<file path="config.mk">
export PLATFORM = sky130hd
export DESIGN_NAME = lfsr_multi
export DESIGN_NICKNAME = d
export VERILOG_FILES = /design/src/rtl/lfsr_pkg.sv /design/src/rtl/lfsr_step.sv /design/src/rtl/lfsr_multi.sv
export SDC_FILE = /design/constraint.sdc
export NUM_CORES = 1
export LEC_CHECK = 0
export ABC_CLOCK_PERIOD_IN_PS = 2610
export CAP_MARGIN = 20
export CORE_MARGIN = 10
export CORE_UTILIZATION = 50
export CTS_BUF_LIST = sky130_fd_sc_hd__clkbuf_16
export CTS_CLUSTER_DIAMETER = 50
export DETAILED_ROUTE_END_ITERATION = 6
export HOLD_SLACK_MARGIN = 0.03
export PLACE_DENSITY = 0.86
export REMOVE_ABC_BUFFERS = 1
export SLEW_MARGIN = 0
export SYNTH_ARGS = -nofsm -noshare
export SYNTH_HDL_FRONTEND = slang
export SYNTH_SLANG_ARGS = --single-unit
</file>
<file path="constraint.sdc">
create_clock -name clk -period 2.61 [get_ports clk]
set_input_delay 0.3915 -clock clk [delete_from_list [all_inputs] [get_ports clk]]
set_output_delay 0.3915 -clock clk [all_outputs]
set_load 0.01 [all_outputs]
</file>
<file path="src/rtl/lfsr_pkg.sv">
// Shared types for the parametrised LFSR engine.
// The mode enum selects Fibonacci or Galois feedback.
package lfsr_pkg;

    typedef enum logic {
        LFSR_FIB = 1'b0,
        LFSR_GAL = 1'b1
    } lfsr_mode_e;

    // XOR-reduce of the tapped bits, used as the Fibonacci feedback bit
    function automatic logic tap_parity(input logic [63:0] masked);
        tap_parity = ^masked;
    endfunction

endpackage

</file>
<file path="src/rtl/lfsr_step.sv">
// One combinational LFSR shift, Fibonacci or Galois.
// The top chains STEPS copies to apply several shifts per advance.
module lfsr_step
    import lfsr_pkg::*;
#(
    parameter int WIDTH = 16
) (
    input  logic [WIDTH-1:0] s,
    input  logic [WIDTH-1:0] taps,
    input  lfsr_mode_e       mode,
    output logic [WIDTH-1:0] s_next
);

    logic             fib_fb_s;
    logic             msb_s;
    logic [63:0]      masked_s;

    // Next-state selection for the captured feedback structure
    always_comb begin
        masked_s               = 64'd0;
        masked_s[WIDTH-1:0]    = taps & s;
        fib_fb_s               = tap_parity(masked_s);
        msb_s                  = s[WIDTH-1];
        case (mode)
            LFSR_FIB: s_next = {s[WIDTH-2:0], fib_fb_s};
            LFSR_GAL: s_next = {s[WIDTH-2:0], 1'b0} ^ (taps & {WIDTH{msb_s}});
            default:  s_next = {s[WIDTH-2:0], fib_fb_s};
        endcase
    end

endmodule

</file>
<file path="src/rtl/lfsr_multi.sv">
// Parametrised multi-step LFSR with seed-return detection, all-zero
// lockup detection/recovery and a saturating advance counter.
module lfsr_multi
    import lfsr_pkg::*;
#(
    parameter int WIDTH        = 16,
    parameter int STEPS        = 1,
    parameter int COUNT_W      = 32,
    parameter int AUTO_RECOVER = 1
) (
    input  logic               clk,
    input  logic               rst,
    input  logic               reinit,
    input  logic               advance,
    input  lfsr_mode_e         mode,
    input  logic [WIDTH-1:0]   taps,
    input  logic [WIDTH-1:0]   initial_state,
    output logic [STEPS-1:0]   out_bits,
    output logic [WIDTH-1:0]   out_state,
    output logic [COUNT_W-1:0] count,
    output logic               wrapped,
    output logic               lockup
);

    logic [WIDTH-1:0]   state_r;
    logic [WIDTH-1:0]   seed_r;
    logic [WIDTH-1:0]   taps_r;
    lfsr_mode_e         mode_r;
    logic [COUNT_W-1:0] count_r;
    logic [STEPS-1:0]   bits_r;
    logic               wrapped_r;

    logic [WIDTH-1:0]   chain_s [0:STEPS];
    logic [STEPS-1:0]   bits_s;
    logic [WIDTH-1:0]   recover_s;
    logic [COUNT_W-1:0] count_next_s;

    assign chain_s[0] = state_r;

    for (genvar k = 0; k < STEPS; k++) begin : g_step
        lfsr_step #(.WIDTH(WIDTH)) u_step (
            .s      (chain_s[k]),
            .taps   (taps_r),
            .mode   (mode_r),
            .s_next (chain_s[k+1])
        );
        assign bits_s[k] = chain_s[k+1][0];
    end

    // Recovery target and saturating counter increment
    always_comb begin
        recover_s    = state_r;
        count_next_s = count_r;
        if (AUTO_RECOVER != 0) begin
            recover_s = (seed_r != {WIDTH{1'b0}}) ? seed_r : WIDTH'(1);
        end else begin
            recover_s = {WIDTH{1'b0}};
        end
        if (count_r != {COUNT_W{1'b1}}) begin
            count_next_s = count_r + COUNT_W'(1);
        end else begin
            count_next_s = count_r;
        end
    end

    // Load / advance / hold sequencing of all state
    always_ff @(posedge clk) begin
        if (rst || reinit) begin
            state_r   <= initial_state;
            seed_r    <= initial_state;
            taps_r    <= taps;
            mode_r    <= mode;
            count_r   <= {COUNT_W{1'b0}};
            bits_r    <= {STEPS{1'b0}};
            wrapped_r <= 1'b0;
        end else if (advance) begin
            count_r <= count_next_s;
            if (state_r == {WIDTH{1'b0}}) begin
                // Zero is a fixed point of every LFSR; only the recovery mux can leave it
                state_r   <= recover_s;
                bits_r    <= {STEPS{1'b0}};
                wrapped_r <= 1'b0;
            end else begin
                state_r   <= chain_s[STEPS];
                bits_r    <= bits_s;
                wrapped_r <= (chain_s[STEPS] == seed_r);
            end
        end else begin
            wrapped_r <= 1'b0;
        end
    end

    assign out_state = state_r;
    assign out_bits  = bits_r;
    assign count     = count_r;
    assign wrapped   = wrapped_r;
    assign lockup    = (state_r == {WIDTH{1'b0}});

endmodule
</file>
==> summary.md <==
| Metric | Value |
|---|---|
| Status | finished clean |
| Mean area per synthesized cell | around 10 um^2 |
| Crit-path cells | nor4_1 -> and4_1 -> clkdlybuf4s50_1 |
| Post-synthesis async set-or-reset flop share | 0 |
| H-tree Lvls | 3 |
| Crit end category | primary output |
| Worst path max stage delay | about 0.56 ns |
| Initial antenna violation count | 0 |
| Final worst path period share | 0.932 |
| Number of flops mapped to enable cells by yosys | ~50 |
| Critical path fanouts, max | 5 |
| Mapped Area | ~4000 um^2 |
| Final setup vio count | 0 |
| All-Layer GR Usage | 0.174 |
| # port buffers | 87 |
| Static Leak | between 1.5 and 2 nW |
| Largest net degree at the start of global routing | 45 |
| Die ar. | around 12,000 um^2 |
| Detail Route Antenna Nets | 0 |
| FF+latch count, synth | 83 |
| Sequential area share after synthesis | 0.547 |
| Cell Rows | 32 |
| Core area | around 7700 um^2 |
| Dominant synthesized flop cell | edfxtp_1 |
| CTS Root Cell | clkbuf_16 |
| Clock tree sinks | 83 |
| CTS clock-pin slew for the worst setup and hold paths | around 0.060 ns |
| Power Total | roughly 3.3 mW |
| Slew Limit Fails | 0 |
| Slew HR | 0.485 |
| Io pins | a little under 90 |
| Share of post-route cells with drive strength above 1 | 0.0580 |
| Initial Util | 0.512 |
| Max Buffers Root-to-Sink | 2 |
| Gr ovfl total | 0 |
| Drt drc | 0 |
| RSZ-0062 raised after global routing | false |
| Vias per inst | approximately 5.4 |
| F_max | a little over 400 MHz |
| Clk Latency, worst-skew pair | 0.33 ns |
| Die height | approximately 110 um |
| Hold buffer count at CTS | 0 |
| Layout area overhead | 33.0% |
| Hold WC Path Type | register to register |
| Max-Cap Viols | 0 |
| Postcts setup bufs | 0 |
| GP Congestion | about 0.96 |
| CTS tree | done |
| Crit path time final | roughly 2.4 ns |
| Final WS setup | approximately 0.18 ns |
| Worst path slowest cell | clkdlybuf4s50_1 |
| Drt pass-1 iters | 5 |
| Yosys top cell area share | 0.374 |
| Total CTS buffers | 9 |
| Vias in the first global route | about 3.3k |
| Iteration-0 DRC Markers | 136 |
| Post-DR wirelength/cell | 17.4 um |
| Worst slack, placed | 0.248 ns |
| Post-synth top area cell | edfxtp_1 |
| Syn Inst Count | between 300 and 400 |
| Final wirelength | around 10 mm |
| Hold Slack | roughly 0.50 ns |
| CP Data Arrival Time | 2.04 ns |
| Setup crit start kind | register |
| Final hold vios | 0 |
| Fin Clk Skew | about 0.0056 ns |
| Via count | ~3.2k |
| Warnings, synthesis | 0 |
| Post-synthesis cell type count | 28 |
| Worst-margin pin slew | 0.773 ns |
| Count leader, synth | nand2_1 |
| Die outline width | approximately 110 um |
| Worst vdd ir | between 0.3 and 0.4 mV |
| PostCTS Resize Cnt | 0 |
| Synth top area cells | edfxtp_1 37%, dfxtp_1 17%, xnor2_1 9.6% |
| Power Dens Cells | about 630 nW/um^2 |
| Most common library cells after synthesis | 64 x nand2_1, 49 x edfxtp_1, 43 x xnor2_1, 38 x nor2_1, 34 x dfxtp_1 |
| Worst Path Required | roughly 2.2 ns |
| Setup TNS | 0 ns |
| # nets final | approximately 520 |
| First-pass GRT wire length | between 15 and 20 mm |
| Post-DP HPWL | roughly 7.4 mm |
| Worst Path Class, Setup | register to primary output |
| Diode count | 0 |
## flip-flops by register name (all words and copies together), names as in the netlist
register   count
mode_r         1
count         32
wrapped        1
out_bits       1
taps_r        16
seed_r        16
out_state     16
## layout by cell type (no fill, tap or decap), drive strengths merged
| master | instances |
|---|---|
| a21oi | 21 |
| a41o | 1 |
| and2 | 2 |
| and3 | 11 |
| and4 | 1 |
| buf | 7 |
| clkbuf | 10 |
| clkdlybuf4s50 | 87 |
| clkinv | 3 |
| dfxtp | 34 |
| edfxtp | 49 |
| ha | 1 |
| inv | 5 |
| mux2i | 2 |
| nand2 | 64 |
| nand3 | 9 |
| nand4 | 17 |
| nor2 | 38 |
| nor2b | 1 |
| nor3 | 4 |
| nor4 | 12 |
| o21ai | 22 |
| or3 | 6 |
| or3b | 1 |
| xnor2 | 43 |
| xor2 | 32 |
## layout make-up
| class | instances | area [um^2] |
|---|---|---|
| fillers | 609 | 2450 |
| multi-input cells | 288 | 1730 |
| clock buffers | 10 | 250 |
| flip-flops and latches | 83 | 2150 |
| repair buffers | 94 | 936 |
| clock inverters | 6 | 32.5 |
| well taps | 102 | 128 |
| inverters | 2 | 7.51 |
## worst max-delay path: cells and delay by family (launching register included)
family / cells / cell delay [ns]
simple gates: 2 / 0.65
flops: 1 / 0.50
buf+inv: 1 / 0.56
## through the flow
stage	std cells	cell area, um^2	util
2_1_floorplan	373	3890	-
3_3_place_gp	569	4950	0.644
3_5_place_dp	569	4950	0.644
4_1_cts	585	5230	0.681
5_1_grt	585	5230	0.681
6_report	585	5230	0.681
## per-layer routing
metal	vias up	track usage	wire length (um)
li1	1529	-	-
met1	1467	0.180	3830
met2	144	0.293	4890
met3	23	0.0920	1210
met4	0	0.0678	261
met5	-	0	0
## cell families (layout without fill, tap and decap cells)
logic type,after synthesis,after routing,share of synthesized area
simple gates,166,166,0.207
flops,83,83,0.547
xor+xnor,75,75,0.167
compound gates,44,44,0.0572
buf+inv,15,112,0.0143
mux,2,2,0.00509
fa+ha+maj,1,1,0.00318
## final timing paths
check	start	end	slack [ns]	depth (start not counted)
worst max register to register	count[0]	count[28]	0.24	7
worst min register to register	count[18]	count[18]	0.50	2
worst max-delay path	out_state[12]	lockup	0.18	3
worst min-delay path	count[18]	count[18]	0.50	2
## power by group
group	leakage (nW)	total, mW	internal (mW)	switching, mW
sequential	0.780	1.57	1.48	0.0875
combinational	0.931	0.538	0.277	0.260
clock	0.150	1.18	0.694	0.488
No activity file was read; power rests on OpenSTA's default activity.
